### src/rtl/muldiv_pkg.sv
// rtl/muldiv_pkg.sv - shared types and constants for the muldiv issue block
//
// Contents:
//   XLEN_DEFAULT   default operand/result width
//   WAIT_CNT_W     width of the post-issue wait counter
//   muldiv_op_t    RISC-V M-extension funct3 encoding
//   issue_state_t  issue FSM states
//   wait_load()    clamps the MIN_WAIT parameter into the counter's legal range
package muldiv_pkg;

  localparam int XLEN_DEFAULT = 32;
  localparam int MIN_WAIT_MAX = 4;
  localparam int WAIT_CNT_W   = 3;

  typedef enum logic [2:0] {
    MUL    = 3'd0,
    MULH   = 3'd1,
    MULHSU = 3'd2,
    MULHU  = 3'd3,
    DIV    = 3'd4,
    DIVU   = 3'd5,
    REM    = 3'd6,
    REMU   = 3'd7
  } muldiv_op_t;

  typedef enum logic [2:0] {
    S_IDLE  = 3'd0,
    S_ISSUE = 3'd1,
    S_WAIT  = 3'd2,
    S_RESP  = 3'd3,
    S_DRAIN = 3'd4
  } issue_state_t;

  // The divider/multiplier raises busy one cycle after the start pulse, so
  // at least one cycle must pass before busy is trusted; more than
  // MIN_WAIT_MAX is never needed.
  function automatic logic [WAIT_CNT_W-1:0] wait_load(input int min_wait);
    int clamped;
    clamped = min_wait;
    if (clamped < 1) clamped = 1;
    if (clamped > MIN_WAIT_MAX) clamped = MIN_WAIT_MAX;
    return WAIT_CNT_W'(clamped);
  endfunction

endpackage

### src/rtl/muldiv_issue_if.sv
// rtl/muldiv_issue_if.sv - pipeline-side request/response channel of the muldiv issue block
//
// Signals:
//   req_valid/req_ready   request handshake (op, a, b)
//   req_op/req_a/req_b    operation and operands
//   resp_valid/resp_ready response handshake
//   resp_data             completed result
//   flush                 kill the current/pending operation
// Modports:
//   master  pipeline side (drives requests, consumes responses)
//   slave   muldiv_issue side
interface muldiv_issue_if #(
  parameter int XLEN = muldiv_pkg::XLEN_DEFAULT
) ();
  import muldiv_pkg::*;

  logic              req_valid;
  logic              req_ready;
  muldiv_op_t        req_op;
  logic [XLEN-1:0]   req_a;
  logic [XLEN-1:0]   req_b;
  logic              resp_valid;
  logic              resp_ready;
  logic [XLEN-1:0]   resp_data;
  logic              flush;

  modport master (
    output req_valid, req_op, req_a, req_b, resp_ready, flush,
    input  req_ready, resp_valid, resp_data
  );

  modport slave (
    input  req_valid, req_op, req_a, req_b, resp_ready, flush,
    output req_ready, resp_valid, resp_data
  );

endinterface

### src/rtl/muldiv_result_cache.sv
// rtl/muldiv_result_cache.sv - single-entry result cache for muldiv_issue (MULDIV_RESULT_CACHE_EN)
//
// Ports:
//   clk, rst_n                     clock, async active-low reset (clears the tag)
//   invalidate                     drop the entry (any flush)
//   lookup_op/lookup_a/lookup_b    incoming request to compare against the tag
//   hit, hit_data                  tag match and the stored result
//   fill_en                        store a completed, non-flushed result
//   fill_op/fill_a/fill_b/fill_data tag and value to store
module muldiv_result_cache
  import muldiv_pkg::*;
#(
  parameter int XLEN = XLEN_DEFAULT
) (
  input  logic            clk,
  input  logic            rst_n,
  input  logic            invalidate,
  input  muldiv_op_t      lookup_op,
  input  logic [XLEN-1:0] lookup_a,
  input  logic [XLEN-1:0] lookup_b,
  output logic            hit,
  output logic [XLEN-1:0] hit_data,
  input  logic            fill_en,
  input  muldiv_op_t      fill_op,
  input  logic [XLEN-1:0] fill_a,
  input  logic [XLEN-1:0] fill_b,
  input  logic [XLEN-1:0] fill_data
);

  logic            tag_valid_q;
  muldiv_op_t      tag_op_q;
  logic [XLEN-1:0] tag_a_q;
  logic [XLEN-1:0] tag_b_q;
  logic [XLEN-1:0] data_q;

  always_ff @(posedge clk or negedge rst_n) begin
    if (!rst_n) begin
      tag_valid_q <= 1'b0;
      tag_op_q    <= MUL;
      tag_a_q     <= '0;
      tag_b_q     <= '0;
      data_q      <= '0;
    end else if (invalidate) begin
      // A flush may race a completion; the flushed result must never be
      // served, so invalidation wins over fill.
      tag_valid_q <= 1'b0;
    end else if (fill_en) begin
      tag_valid_q <= 1'b1;
      tag_op_q    <= fill_op;
      tag_a_q     <= fill_a;
      tag_b_q     <= fill_b;
      data_q      <= fill_data;
    end
  end

  assign hit      = tag_valid_q && (tag_op_q == lookup_op) &&
                    (tag_a_q == lookup_a) && (tag_b_q == lookup_b);
  assign hit_data = data_q;

endmodule

### src/rtl/muldiv_issue.sv
// rtl/muldiv_issue.sv - initiator for one alu_muldiv: issue, wait on busy, hold response
//
// Ports:
//   clk, rst_n        clock, async active-low reset
//   pipe              muldiv_issue_if.slave: req_*/resp_*/flush from the pipeline
//   md_op             operation to alu_muldiv (stable from ISSUE until WAIT/DRAIN ends)
//   md_input_valid    one-cycle start pulse, high exactly in ISSUE
//   md_num1, md_num2  operands to alu_muldiv
//   md_result         result from alu_muldiv, captured when busy is low
//   md_busy           alu_muldiv busy
// Parameters:
//   XLEN      operand/result width
//   MIN_WAIT  cycles after the start pulse before md_busy is first sampled (1..4)
// Build option:
//   MULDIV_RESULT_CACHE_EN  adds a one-entry result cache; hits skip alu_muldiv
module muldiv_issue
  import muldiv_pkg::*;
#(
  parameter int XLEN     = XLEN_DEFAULT,
  parameter int MIN_WAIT = 1
) (
  input  logic              clk,
  input  logic              rst_n,
  muldiv_issue_if.slave     pipe,
  output muldiv_op_t        md_op,
  output logic              md_input_valid,
  output logic [XLEN-1:0]   md_num1,
  output logic [XLEN-1:0]   md_num2,
  input  logic [XLEN-1:0]   md_result,
  input  logic              md_busy
);

  localparam logic [WAIT_CNT_W-1:0] WAIT_LOAD = wait_load(MIN_WAIT);

  issue_state_t            state_q, state_d;
  logic [WAIT_CNT_W-1:0]   cnt_q, cnt_d;
  logic [XLEN-1:0]         resp_data_q;
  logic                    accept;
  logic                    capture;
  logic                    wait_over;
  logic                    cache_hit;
  logic [XLEN-1:0]         cache_data;

  // Flush blocks acceptance so a request racing a kill is retried later.
  assign accept = (state_q == S_IDLE) && pipe.req_valid && !pipe.flush;

  // The counter holds the cycles still to elapse including the current one,
  // so busy is first sampled MIN_WAIT cycles after the pulse cycle.
  assign wait_over = (cnt_q <= WAIT_CNT_W'(1)) && !md_busy;

`ifdef MULDIV_RESULT_CACHE_EN
  muldiv_result_cache #(
    .XLEN (XLEN)
  ) u_cache (
    .clk        (clk),
    .rst_n      (rst_n),
    .invalidate (pipe.flush),
    .lookup_op  (pipe.req_op),
    .lookup_a   (pipe.req_a),
    .lookup_b   (pipe.req_b),
    .hit        (cache_hit),
    .hit_data   (cache_data),
    .fill_en    (capture),
    .fill_op    (md_op),
    .fill_a     (md_num1),
    .fill_b     (md_num2),
    .fill_data  (md_result)
  );
`else
  assign cache_hit  = 1'b0;
  assign cache_data = '0;
`endif

  always_comb begin
    state_d = state_q;
    cnt_d   = cnt_q;
    capture = 1'b0;
    case (state_q)
      S_IDLE: begin
        if (accept) state_d = cache_hit ? S_RESP : S_ISSUE;
      end
      S_ISSUE: begin
        // The pulse is already on the wire this cycle; a flush here can
        // only turn the wait into a drain.
        cnt_d   = WAIT_LOAD;
        state_d = pipe.flush ? S_DRAIN : S_WAIT;
      end
      S_WAIT: begin
        if (cnt_q != '0) cnt_d = cnt_q - WAIT_CNT_W'(1);
        if (pipe.flush) begin
          state_d = S_DRAIN;
        end else if (wait_over) begin
          capture = 1'b1;
          state_d = S_RESP;
        end
      end
      S_DRAIN: begin
        // alu_muldiv cannot be aborted; let it finish and drop the result.
        if (cnt_q != '0) cnt_d = cnt_q - WAIT_CNT_W'(1);
        if (wait_over) state_d = S_IDLE;
      end
      S_RESP: begin
        if (pipe.flush || pipe.resp_ready) state_d = S_IDLE;
      end
      default: begin
        state_d = S_IDLE;
        cnt_d   = '0;
      end
    endcase
  end

  always_ff @(posedge clk or negedge rst_n) begin
    if (!rst_n) begin
      state_q     <= S_IDLE;
      cnt_q       <= '0;
      md_op       <= MUL;
      md_num1     <= '0;
      md_num2     <= '0;
      resp_data_q <= '0;
    end else begin
      state_q <= state_d;
      cnt_q   <= cnt_d;
      // Operands only move on a miss so alu_muldiv inputs stay untouched
      // while a cached result is being returned.
      if (accept && !cache_hit) begin
        md_op   <= pipe.req_op;
        md_num1 <= pipe.req_a;
        md_num2 <= pipe.req_b;
      end
      if (capture) begin
        resp_data_q <= md_result;
      end else if (accept && cache_hit) begin
        resp_data_q <= cache_data;
      end
    end
  end

  // Gate with rst_n: the state is already IDLE during reset, but the
  // pipeline must not see ready until reset is released.
  assign pipe.req_ready  = rst_n && (state_q == S_IDLE);
  assign pipe.resp_valid = (state_q == S_RESP);
  assign pipe.resp_data  = resp_data_q;
  assign md_input_valid  = (state_q == S_ISSUE);

endmodule

### src/flat_wrapper.sv
// flat-port wrapper written by rule: the top's interface ports become plain ports
module muldiv_issue_flat import muldiv_pkg::*;
#(
  parameter int XLEN     = XLEN_DEFAULT,
  parameter int MIN_WAIT = 1
)
  (clk, rst_n, md_op, md_input_valid, md_num1, md_num2, md_result, md_busy, pipe_req_valid, pipe_req_op, pipe_req_a, pipe_req_b, pipe_resp_ready, pipe_flush, pipe_req_ready, pipe_resp_valid, pipe_resp_data);
  muldiv_issue_if #(.XLEN(XLEN)) pipe_i ();
  input  logic clk;
  input  logic rst_n;
  output muldiv_op_t md_op;
  output logic md_input_valid;
  output logic [XLEN-1:0] md_num1;
  output logic [XLEN-1:0] md_num2;
  input  logic [XLEN-1:0] md_result;
  input  logic md_busy;
  input wire logic [$bits(pipe_i.req_valid)-1:0] pipe_req_valid;
  input wire logic [$bits(pipe_i.req_op)-1:0] pipe_req_op;
  input wire logic [$bits(pipe_i.req_a)-1:0] pipe_req_a;
  input wire logic [$bits(pipe_i.req_b)-1:0] pipe_req_b;
  input wire logic [$bits(pipe_i.resp_ready)-1:0] pipe_resp_ready;
  input wire logic [$bits(pipe_i.flush)-1:0] pipe_flush;
  output wire logic [$bits(pipe_i.req_ready)-1:0] pipe_req_ready;
  output wire logic [$bits(pipe_i.resp_valid)-1:0] pipe_resp_valid;
  output wire logic [$bits(pipe_i.resp_data)-1:0] pipe_resp_data;
  assign pipe_i.req_valid = pipe_req_valid;
  assign pipe_i.req_op = pipe_req_op;
  assign pipe_i.req_a = pipe_req_a;
  assign pipe_i.req_b = pipe_req_b;
  assign pipe_i.resp_ready = pipe_resp_ready;
  assign pipe_i.flush = pipe_flush;
  assign pipe_req_ready = pipe_i.req_ready;
  assign pipe_resp_valid = pipe_i.resp_valid;
  assign pipe_resp_data = pipe_i.resp_data;
  muldiv_issue #(.XLEN(XLEN), .MIN_WAIT(MIN_WAIT)) u_core (.clk(clk), .rst_n(rst_n), .pipe(pipe_i), .md_op(md_op), .md_input_valid(md_input_valid), .md_num1(md_num1), .md_num2(md_num2), .md_result(md_result), .md_busy(md_busy));
endmodule
### config.mk
export PLATFORM = sky130hd
export DESIGN_NAME = muldiv_issue_flat
export DESIGN_NICKNAME = d
export VERILOG_FILES = /design/src/rtl/muldiv_pkg.sv /design/src/rtl/muldiv_issue_if.sv /design/src/rtl/muldiv_result_cache.sv /design/src/rtl/muldiv_issue.sv /design/src/flat_wrapper.sv
export SDC_FILE = /design/constraint.sdc
export NUM_CORES = 1
export LEC_CHECK = 0
export ABC_CLOCK_PERIOD_IN_PS = 3600
export BUFFER_PORTS_ARGS = -buffer_cell sky130_fd_sc_hd__buf_2
export CORE_MARGIN = 3
export CORE_UTILIZATION = 30
export CTS_CLUSTER_SIZE = 24
export DETAILED_ROUTE_END_ITERATION = 12
export GPL_TIMING_DRIVEN = 1
export PLACE_DENSITY = 0.65
export SLEW_MARGIN = 5
export SYNTH_ARGS = -nofsm -noshare
export SYNTH_HDL_FRONTEND = slang
export SYNTH_HIERARCHICAL = 1
export SYNTH_SLANG_ARGS = --single-unit
export TNS_END_PERCENT = 50
### constraint.sdc
create_clock -name clk -period 3.6 [get_ports clk]
set_clock_uncertainty 0.2 [all_clocks]
set_input_delay 0.18 -clock clk [delete_from_list [all_inputs] [get_ports clk]]
set_output_delay 0.18 -clock clk [all_outputs]
set_load 0.05 [all_outputs]
==> flow_metrics.tcl, run 1 <==
set metrics [dict create \
    status "finished, final reports clean" \
    antennaDiodeCount 0 \
    final_hold_vio_count 0 \
    drv_slew 0 \
    synthesis.instances 269 \
    crit_path_start_kind "flop" \
    finalSetupTns_ns 0 \
    dieWidth_um 127 \
    dieArea_mm2 0.0160 \
    clk_path_buf_depth 2 \
    ys_ff_latch 105 \
    timing.final.crit_period_ns 2.66 \
    setup_repair_after_global_routing_missed_its_margin "no" \
    pwr_density_cell_mw_per_mm2 956 \
    report.final.setup_viol 0 \
    clkLatencyLatePin_ns 0.34 \
    totalWireLength_um 12100 \
    area_growth_syn_to_layout_pct 58.2 \
    grt_pass1_wl_um 19600 \
    cts_inserted_buffers 9 \
    cp-startpoint "u_core/state_q[1]$_DFFE_PN0P_" \
    h_tree_lvls 3 \
    criticalPathCategory "flop to flop" \
    worstSetupEndpointType "flop" \
    total_routing_resource_utilization_after_global_routing 0.152 \
    ys_async_rst_share 1.00 \
    clock_pin_transition_on_the_worst_setup_and_hold_timing_paths_ns 0.07 \
    floorplan_die_height_um 127 \
    most_frequently_used_flop_master_after_synthesis "sky130_fd_sc_hd__dfrtp_1" \
    syn_area_mm2 0.00437 \
    placementRows 43 \
    cts_tree "built" \
    pin_count_of_the_biggest_net_entering_global_routing 80 \
    net_count_after_synthesis 377 \
    grt_pass1_vias 3823 \
    via_count 3440 \
    cp.required_ns 3.62 \
    final_nets 688 \
    placement.io_buffers 206 \
    max_cap_violations 0 \
    detail-route-antenna-nets 0 \
    vias_per_cell 4.50 \
    cp_data_arrival_time_ns 2.69 \
    synth_seq_area_share 0.602 \
    gpl.final_weighted_congestion 0.858 \
    clock_tree.root_cell "sky130_fd_sc_hd__clkbuf_16" \
    cellLeakagePower_nw 3.55 \
    hold_slack_ns 0.0109 \
    max_freq_mhz 375 \
    worstHoldStart "pipe_req_valid" \
    antenna_found_initial 1 \
    drt_pass1_iterations 4 \
    cts.sinks 105 \
    io_pins 207 \
    routed_wire_length_per_instance_um 15.8 \
    placeableCoreArea_mm2 0.0140 \
    finalCritPeriodShare 0.740 \
    remaining_drc_errors 0 \
    worstReg2RegStart "u_core/state_q[1]$_DFFE_PN0P_" \
    irDropWorstVdd_uv 492 \
    holdCritPathClass "input pin to flop" \
    relSlewSlack 0.345 \
    number_of_enable_flip_flop_cells_after_synthesis 0 \
    grt_overflow_total 0 \
    ys.warnings.count 6 \
    floorplan.initialDensity 0.311 \
    yosys.cell_types.count 32 \
    timing.critical_path.fanout_max 31 \
    dp_hpwl_um 7780 \
    syn_area_per_cell_um2 16.2 \
    drive_gt1_frac 0.544 \
    cts_post_setup_buffers_inserted 0 \
    drt_iter0_markers 82 \
    tightestPinTransition_ns 0.983 \
]
[routing by layer]
layer | share of wire | global-route usage
met2 | 0.53 | 0.266
met1 | 0.39 | 0.178
met5 | 0.0011 | 0
met3 | 0.059 | 0.0400
met4 | 0.025 | 0.0593
[logic make-up (layout without fill, tap and decap cells)]
| kind of cell | after synthesis | in the layout | synth area share |
|---|---|---|---|
| flip-flops | 105 | 105 | 0.602 |
| multiplexers | 99 | 99 | 0.298 |
| AND/OR/NAND/NOR | 23 | 23 | 0.0309 |
| AO/OA/AOI/OAI | 21 | 21 | 0.0332 |
| buffers and inverters | 18 | 334 | 0.0275 |
| adder cells (fa/ha/maj) | 3 | 3 | 0.00859 |
[final timing paths]
path | end | slack [ns] | depth (start not counted)
worst min-delay path | u_core/state_q[0]$_DFFE_PN0P_ | 0.01 | 3
min in group asynchronous | u_core/pipe.resp_data[1]$_DFFE_PN0P_ | 0.24 | 3
worst min register to register | u_core/md_num1[20]$_DFFE_PN0P_ | 0.29 | 1
worst max register to register | u_core/md_num2[28]$_DFFE_PN0P_ | 0.94 | 5
max in group asynchronous | u_core/md_num1[19]$_DFFE_PN0P_ | 2.06 | 3
worst max-delay path | u_core/md_num2[28]$_DFFE_PN0P_ | 0.94 | 5
[sequential cells by signal, summed over array words and instances (netlist names)]
signal / flops
u_core/state_q: 3
u_core/md_num2: 32
u_core/pipe.resp_data: 32
u_core/cnt_q: 3
u_core/md_op: 3
u_core/md_num1: 32
[metrics by stage]
stage | setup slack [ns] | std cells | total power [mW] | area (µm²) | util
6_report | 0.937 | 765 | 6.60 | 6910 | 0.492
5_1_grt | 0.778 | 765 | 6.94 | 6910 | 0.492
4_1_cts | 0.939 | 765 | 6.66 | 6910 | 0.492
3_5_place_dp | 0.936 | 646 | 5.50 | 5570 | 0.397
3_3_place_gp | 1.05 | 646 | 5.43 | 5570 | 0.397
2_1_floorplan | 0.955 | 269 | 4.68 | 4370 | -
[placed cells by master (no fill, tap or decap), drive strengths merged]
cell         count
buf            210
dfrtp          105
dlygate4sd3    103
mux2            99
clkbuf          11
nand2            7
nor2             6
inv              5
o21ai            5
a21oi            4
ha               3
nor3             3
clkinvlp         2
bufinv           2
nand3            2
nor2b            2
a22oi            2
a32oi            2
a211oi           2
clkinv           1
nor4b            1
a31oi            1
o21ba            1
nand2b           1
o31ai            1
o32ai            1
o221a            1
nor3b            1
o2bb2ai          1
[report_power, final]
part           switching (mW)  total [mW]  internal, mW
clock                   0.419        1.03         0.609
combinational            2.47        3.55          1.09
sequential              0.315        2.02          1.71
total                    3.20        6.60          3.40
[area by class of cell]
type                       instances  area [µm²]
clock inverter                     5        80.1
tap                              180         225
inverter                           5        18.8
fill                            1189        7130
multi-input combinational        146        1630
clock buffer                      11         233
sequential                       105        2630
timing repair buffer             313        2090
[worst max-delay path: stages, from the launching register on]
cell                      delay, ns
sky130_fd_sc_hd__dfrtp_1       0.58
sky130_fd_sc_hd__nor2_1        0.18
sky130_fd_sc_hd__nand3_4       0.39
sky130_fd_sc_hd__buf_4         0.51
sky130_fd_sc_hd__buf_4         0.30
sky130_fd_sc_hd__mux2_2        0.36
[cells in the mapped netlist (2+ instances only)]
cell,n,share of area
sky130_fd_sc_hd__a22oi_1,2,0.0034
sky130_fd_sc_hd__a32oi_1,2,0.0040
sky130_fd_sc_hd__nor2b_1,2,0.0029
sky130_fd_sc_hd__a21oi_1,4,0.0046
sky130_fd_sc_hd__buf_2,3,0.0034
sky130_fd_sc_hd__buf_6,6,0.015
sky130_fd_sc_hd__mux2_4,50,0.17
sky130_fd_sc_hd__nor3_1,2,0.0023
sky130_fd_sc_hd__a211oi_1,2,0.0034
sky130_fd_sc_hd__ha_1,3,0.0086
sky130_fd_sc_hd__o21ai_0,5,0.0057
sky130_fd_sc_hd__mux2_1,10,0.026
sky130_fd_sc_hd__nor2_1,5,0.0043
sky130_fd_sc_hd__clkbuf_1,3,0.0026
sky130_fd_sc_hd__mux2_2,39,0.10
sky130_fd_sc_hd__inv_1,5,0.0043
sky130_fd_sc_hd__nand2_1,7,0.0060
sky130_fd_sc_hd__dfrtp_1,105,0.60
[repair_timing]
action,CTS,global route
hold buffers,103,0
gates resized for setup,0,0
hold endpoints to repair,207,0
Power figures use the tool's default switching activity.
==> run 2: changes to the inputs <==
--- a/config.mk
+++ b/config.mk
@@ -5,14 +5,15 @@
 export SDC_FILE = /design/constraint.sdc
 export NUM_CORES = 1
 export LEC_CHECK = 0
-export ABC_CLOCK_PERIOD_IN_PS = 3600
+export ABC_AREA = 1
+export ABC_CLOCK_PERIOD_IN_PS = 2400
 export BUFFER_PORTS_ARGS = -buffer_cell sky130_fd_sc_hd__buf_2
 export CORE_MARGIN = 3
 export CORE_UTILIZATION = 30
 export CTS_CLUSTER_SIZE = 24
 export DETAILED_ROUTE_END_ITERATION = 12
 export GPL_TIMING_DRIVEN = 1
-export PLACE_DENSITY = 0.65
+export PLACE_DENSITY = 0.67
 export SLEW_MARGIN = 5
 export SYNTH_ARGS = -nofsm -noshare
 export SYNTH_HDL_FRONTEND = slang
==> constraint.sdc (replaced) <==
create_clock -name clk -period 2.4 [get_ports clk]
set_clock_uncertainty 0.2 [all_clocks]
set_input_delay 0.12 -clock clk [delete_from_list [all_inputs] [get_ports clk]]
set_output_delay 0.12 -clock clk [all_outputs]
set_load 0.05 [all_outputs]
==> run 2 against run 1 <==
Against the previous run: register-to-register slack worse by 0.44 ns; setup slack worse by 0.45 ns; utilization about the same; routed wire length up 9.0%; non-clock buffer count up 5; final cell count up 28%; critical path type is now input pin to flop; highest routed layer is now met4.
==> flow_metrics.tcl, run 2 <==
set metrics [dict create \
    status "finished, final reports clean" \
    worstSetupEndpointType "flop" \
    finalSetupTns_ns 0 \
    dp_hpwl_um 7780 \
    ys.warnings.count 6 \
    clkLatencyLatePin_ns 0.34 \
    gpl.final_weighted_congestion 0.791 \
    cellLeakagePower_nw 3.96 \
    r2r_slack_ns 0.50 \
    final.fill_count 1275 \
    h_tree_lvls 3 \
    placeableCoreArea_mm2 0.0141 \
    dpl_cell_area_mm2 0.00562 \
    sw_frac_of_total 0.529 \
    timing.final.crit_period_ns 1.92 \
    clock_tree.root_cell "sky130_fd_sc_hd__clkbuf_16" \
    io_pins 207 \
    max_cap_violations 0 \
    routed_wire_length_per_instance_um 13.4 \
    multi_input_area_mm2 0.00132 \
    finalNonFillerCells 978 \
    drt_pass1_iterations 4 \
    remaining_drc_errors 0 \
    synthDominantAreaCellType "sky130_fd_sc_hd__dfrtp_1" \
    timing.critical_path.slowest_stage_cell "sky130_fd_sc_hd__dlygate4sd3_1" \
    post-place-ws_ns 0.518 \
    most_frequently_used_flop_master_after_synthesis "sky130_fd_sc_hd__dfrtp_1" \
    cpLargestDelayFamily "buffers and inverters" \
    irDropWorstVdd_uv 905 \
    comb_power_share 0.537 \
    synth_seq_area_share 0.596 \
    cts_tree "built" \
    area_growth_syn_to_layout_pct 57.9 \
    grt_pass1_wl_um 21300 \
    via_count 4260 \
    number_of_enable_flip_flop_cells_after_synthesis 0 \
    clk_path_buf_depth 2 \
    setup_repair_after_global_routing_missed_its_margin "no" \
    met3_usage 0.0401 \
    detail-route-antenna-nets 0 \
    holdCritPathClass "input pin to flop" \
    relSlewSlack 0.618 \
    floorplan_die_height_um 127 \
    syn_area_mm2 0.00441 \
    total_power_mw 9.81 \
    cts_post_setup_buffers_inserted 0 \
    net_count_after_synthesis 595 \
    antennaDiodeCount 0 \
    finalCritPeriodShare 0.799 \
    tightestPinTransition_ns 0.572 \
    drive_gt1_frac 0.306 \
    cts_inserted_buffers 9 \
    cts.sinks 105 \
    drv_slew 0 \
    criticalPathCategory "input pin to flop" \
    internal_power_mw 4.62 \
    timing.final.ws_setup_ns 0.483 \
    antenna_found_initial 0 \
    design_area_mm2 0.00697 \
    ys_async_rst_share 1.00 \
    cp.required_ns 2.42 \
    cp.buffers_inverters 4 \
    ys_ff_latch 105 \
    clock_pin_transition_on_the_worst_setup_and_hold_timing_paths_ns 0.07 \
    dieArea_mm2 0.0162 \
    synthesis.instances 487 \
    final_nets 901 \
    most-common-layout-cells "205 x sky130_fd_sc_hd__buf_2, 145 x sky130_fd_sc_hd__nand2_1, 105 x sky130_fd_sc_hd__dfrtp_1, 103 x sky130_fd_sc_hd__dlygate4sd3_1, 92 x sky130_fd_sc_hd__o21ai_0" \
    final_hold_vio_count 0 \
    yosys.cell_count.top_type "sky130_fd_sc_hd__nand2_1" \
    clock_network_fraction_of_total_power 0.157 \
    max_stage_delay_ns 0.53 \
    max_freq_mhz 522 \
    yosys.cell_types.count 26 \
    netSwitchingPower_mw 5.18 \
    totalWireLength_um 13100 \
    dpl.cell_count 859 \
    grt_pass1_vias 4324 \
    finalCoreUtilization 0.492 \
    pwr-share-seq 0.307 \
    placementRows 43 \
    total_routing_resource_utilization_after_global_routing 0.162 \
    syn_area_per_cell_um2 9.06 \
    global_route.peak_usage_layer "met2" \
    hold_slack_ns 0.0354 \
    cp_data_arrival_time_ns 1.93 \
    synth_top_area_share 0.596 \
    grtUsageMet2 0.273 \
    drt_iter0_markers 150 \
    gates_resized_cts_repair 0 \
    pin_count_of_the_biggest_net_entering_global_routing 106 \
    grt_overflow_total 0 \
    groute.layer.met1.usage 0.195 \
    synthTopCellsByCount "145 x sky130_fd_sc_hd__nand2_1, 105 x sky130_fd_sc_hd__dfrtp_1, 92 x sky130_fd_sc_hd__o21ai_0, 78 x sky130_fd_sc_hd__inv_1, 9 x sky130_fd_sc_hd__o21ai_1" \
    vias_per_cell 4.36 \
    layout_commonest_cell "sky130_fd_sc_hd__buf_2" \
    dieWidth_um 127 \
    regArea_mm2 0.00263 \
    report.final.setup_viol 0 \
    placement.io_buffers 206 \
    worstPathCellList "dlygate4sd3_1, buf_2, inv_1, nand4_4, buf_12, nand2_1, o21ai_0" \
    timing.critical_path.fanout_max 34 \
    synth.top_cells.by_area "sky130_fd_sc_hd__dfrtp_1 60%, sky130_fd_sc_hd__nand2_1 12%, sky130_fd_sc_hd__o21ai_0 10%" \
    crit_path_start_kind "input pin" \
    pwr_density_cell_mw_per_mm2 1410 \
    floorplan.initialDensity 0.312 \
]
==> run 2: cell types whose count changed in the layout (fill, tap and decap cells not counted), moves of 4 or more <==
cell,before,now
sky130_fd_sc_hd__nand3_1,0,5
sky130_fd_sc_hd__mux2_1,10,0
sky130_fd_sc_hd__o21ai_1,0,9
sky130_fd_sc_hd__mux2_4,50,0
sky130_fd_sc_hd__nand2_1,7,145
sky130_fd_sc_hd__buf_12,0,4
sky130_fd_sc_hd__nand2_2,0,6
sky130_fd_sc_hd__o21ai_0,5,92
sky130_fd_sc_hd__inv_1,5,78
sky130_fd_sc_hd__mux2_2,39,0
==> run 2: layout make-up <==
class                      instances  area share
timing repair buffer             318       0.313
multi-input combinational        280       0.190
sequential                       105       0.377
inverter                          79      0.0426
clock buffer                      10      0.0343
tap                              180      0.0323
clock inverter                     6      0.0106
==> run 2: tightest hold or removal path: cells and delay by family <==
kind                   cells  cell delay, ns
buffers and inverters      1            0.08
AND/OR/NAND/NOR            2            0.12
AO/OA/AOI/OAI              2            0.23
==> run 2: repair_timing <==
item,CTS,global route
hold buffers,103,0
endpoints found under the hold margin,206,0
setup endpoints to repair,0,0
==> run 2: path summary, 6_finish.rpt <==
path | start | endpoint | cells past startpoint
worst max register to register | u_core/state_q[1]$_DFFE_PN0P_ | u_core/md_num2[26]$_DFFE_PN0P_ | 5
worst min register to register | u_core/pipe.resp_data[5]$_DFFE_PN0P_ | u_core/pipe.resp_data[5]$_DFFE_PN0P_ | 2
max in group asynchronous | rst_n | u_core/md_num1[28]$_DFFE_PN0P_ | 3
worst max-delay path | pipe_flush | u_core/md_num2[26]$_DFFE_PN0P_ | 7
min in group asynchronous | rst_n | u_core/pipe.resp_data[9]$_DFFE_PN0P_ | 3
worst min-delay path | md_busy | u_core/pipe.resp_data[26]$_DFFE_PN0P_ | 5
==> run 2: kinds of logic (layout without fill, tap and decap cells) <==
family | count (synthesis) | count (layout) | synth area share
AOI/OAI and AO/OA | 106 | 106 | 0.123
adders and majority gates | 3 | 3 | 0.00851
xor gates and xnor gates | 1 | 1 | 0.00199
buffers and inverters | 102 | 413 | 0.105
DFF | 105 | 105 | 0.596
and+or+nand+nor | 170 | 170 | 0.166
==> run 2: power groups by stage <==
stage	Sequential, mW	Clock, mW	Combinational, mW
5_1_grt	3.11	1.66	5.62
3_3_place_gp	3.01	0	5.08
2_1_floorplan	5.71	0	1.16
3_5_place_dp	3.01	0	5.15
4_1_cts	3.00	1.60	5.27
6_report	3.01	1.54	5.27
==> run 2: routing by layer <==
layer  routed length, µm  share of wire
met5                   0              0
met4                 420          0.032
met3                 961          0.073
met2                6330           0.48
met1                5440           0.41
==> run 3: changes to the inputs <==
--- a/config.mk
+++ b/config.mk
@@ -6,14 +6,14 @@
 export NUM_CORES = 1
 export LEC_CHECK = 0
 export ABC_AREA = 1
-export ABC_CLOCK_PERIOD_IN_PS = 2400
+export ABC_CLOCK_PERIOD_IN_PS = 1800
 export BUFFER_PORTS_ARGS = -buffer_cell sky130_fd_sc_hd__buf_2
 export CORE_MARGIN = 3
 export CORE_UTILIZATION = 30
 export CTS_CLUSTER_SIZE = 24
 export DETAILED_ROUTE_END_ITERATION = 12
 export GPL_TIMING_DRIVEN = 1
-export PLACE_DENSITY = 0.67
+export PLACE_DENSITY = 0.65
 export SLEW_MARGIN = 5
 export SYNTH_ARGS = -nofsm -noshare
 export SYNTH_HDL_FRONTEND = slang
==> constraint.sdc (replaced) <==
create_clock -name clk -period 1.8 [get_ports clk]
set_clock_uncertainty 0.2 [all_clocks]
set_input_delay 0.09 -clock clk [delete_from_list [all_inputs] [get_ports clk]]
set_output_delay 0.09 -clock clk [all_outputs]
set_load 0.05 [all_outputs]
==> run 3 against run 2 <==
Against the previous run: sequential power up 33%; first-iteration DRC count grew 27%; register-to-register slack lost 0.38 ns; largest power group unchanged.
==> flow_metrics.tcl, run 3 (same netlist as run 2, synthesis figures left out) <==
set metrics [dict create \
    status "finished, final reports clean" \
    max_stage_delay_ns 0.46 \
    report.final.setup_viol 0 \
    internal_power_mw 6.13 \
    dieWidth_um 127 \
    vias_per_cell 4.39 \
    final_nets 902 \
    dieArea_mm2 0.0162 \
    placementRows 43 \
    finalCritPeriodShare 0.961 \
    pin_count_of_the_biggest_net_entering_global_routing 106 \
    drv_slew 0 \
    dp_hpwl_um 8110 \
    placement.io_buffers 206 \
    routed_wire_length_per_instance_um 13.5 \
    irDropWorstVdd_uv 1330 \
    detail-route-antenna-nets 0 \
    remaining_drc_errors 0 \
    multi_input_area_mm2 0.00133 \
    total_power_mw 13.0 \
    max_freq_mhz 578 \
    design_area_mm2 0.00697 \
    final.fill_count 1279 \
    antenna_found_initial 0 \
    cts_inserted_buffers 9 \
    cp.required_ns 1.51 \
    most-common-layout-cells "204 x sky130_fd_sc_hd__buf_2, 145 x sky130_fd_sc_hd__nand2_1, 104 x sky130_fd_sc_hd__dfrtp_1, 103 x sky130_fd_sc_hd__dlygate4sd3_1, 92 x sky130_fd_sc_hd__o21ai_0" \
    dpl_cell_area_mm2 0.00563 \
    post-place-ws_ns 0.0699 \
    sw_frac_of_total 0.529 \
    grt_pass1_wl_um 21600 \
    timing.critical_path.fanout_max 5 \
    grt_overflow_total 0 \
    placeableCoreArea_mm2 0.0141 \
    drt_iter0_markers 190 \
    relSlewSlack 0.592 \
    timing.final.crit_period_ns 1.73 \
    cpLargestDelayFamily "flip-flops" \
    regArea_mm2 0.00263 \
    criticalPathCategory "flop to output pin" \
    clock_network_fraction_of_total_power 0.152 \
    totalWireLength_um 13200 \
    layout_commonest_cell "sky130_fd_sc_hd__buf_2" \
    total_routing_resource_utilization_after_global_routing 0.166 \
    tightestPinTransition_ns 0.612 \
    drive_gt1_frac 0.310 \
    setup_repair_after_global_routing_missed_its_margin "yes" \
    clk_path_buf_depth 2 \
    grt_pass1_vias 4371 \
    clkLatencyLatePin_ns 0.35 \
    antennaDiodeCount 0 \
    h_tree_lvls 3 \
    timing.critical_path.slowest_stage_cell "sky130_fd_sc_hd__dfrtp_1" \
    hold_slack_ns 0.0259 \
    cellLeakagePower_nw 3.95 \
    cp.buffers_inverters 2 \
    cts.sinks 105 \
    netSwitchingPower_mw 6.89 \
    area_growth_syn_to_layout_pct 58.1 \
    timing.final.ws_setup_ns 0.0703 \
    io_pins 207 \
    max_cap_violations 0 \
    drt_pass1_iterations 5 \
    floorplan_die_height_um 127 \
    pwr-share-seq 0.308 \
    pwr_density_cell_mw_per_mm2 1870 \
    comb_power_share 0.540 \
    clock_pin_transition_on_the_worst_setup_and_hold_timing_paths_ns 0.07 \
    cts_tree "built" \
    clock_tree.root_cell "sky130_fd_sc_hd__clkbuf_16" \
    crit_path_start_kind "flop" \
    final_hold_vio_count 0 \
    finalCoreUtilization 0.493 \
    floorplan.initialDensity 0.312 \
    worstPathCellList "nor2_4, nand2_1, inv_1, buf_2" \
    via_count 4293 \
    gpl.final_weighted_congestion 0.831 \
    cp_data_arrival_time_ns 1.44 \
    worstSetupEndpointType "output pin" \
    holdCritPathClass "input pin to flop" \
]
run 3: per-stage QoR:
stage / TNS (ns) / cells
5_1_grt: -0.00518 / 979
2_1_floorplan: 0 / 487
6_report: 0 / 979
3_5_place_dp: 0 / 859
3_3_place_gp: 0 / 859
4_1_cts: 0 / 979
run 3: power groups by stage:
stage	clock, mW	combinational [mW]	sequential, mW
2_1_floorplan	0	1.55	7.61
3_3_place_gp	0	6.75	4.03
3_5_place_dp	0	6.84	4.01
4_1_cts	2.06	7.04	4.00
5_1_grt	2.17	7.52	4.15
6_report	1.98	7.04	4.01
run 3: layout make-up:
type                    count  share of cell area
clock buffers              10              0.0328
clock inverters             6             0.00987
inverters                  79              0.0431
multi-input cells         280               0.190
flip-flops and latches    105               0.377
well taps                 180              0.0323
repair buffers            319               0.315
run 3: routing by layer:
layer | vias up | track usage | wire [µm]
li1 | 2114 | - | -
met1 | 1940 | 0.200 | 5370
met2 | 213 | 0.278 | 6420
met3 | 26 | 0.0506 | 1060
met4 | 0 | 0.0700 | 334
met5 | - | 0 | 0
run 3: timing repair:
action	CTS	global route
hold buffers	103	0
resized for setup	1	4
setup buffers	1	0
pin swaps	1	1
setup endpoints to repair	1	34
hold endpoints to repair	207	0
run 3: tightest hold or removal path, delay by kind of cell:
family / cells / cell delay [ns]
and+or+nand+nor: 4 / 0.33
buffers and inverters: 1 / 0.11
run 3: worst paths after layout:
check / start / endpoint / slack (ns) / cells past startpoint
max: u_core/state_q[2]$_DFFE_PN0P_ / pipe_resp_valid / 0.07 / 4
min: pipe_req_valid / u_core/state_q[1]$_DFFE_PN0P_ / 0.03 / 5
max reg2reg: u_core/cnt_q[1]$_DFFE_PN0P_ / u_core/pipe.resp_data[14]$_DFFE_PN0P_ / 0.12 / 6
min reg2reg: u_core/pipe.resp_data[21]$_DFFE_PN0P_ / u_core/pipe.resp_data[21]$_DFFE_PN0P_ / 0.28 / 2
max in group asynchronous: rst_n / u_core/md_num2[3]$_DFFE_PN0P_ / 0.73 / 3
min in group asynchronous: rst_n / u_core/pipe.resp_data[27]$_DFFE_PN0P_ / 0.15 / 3
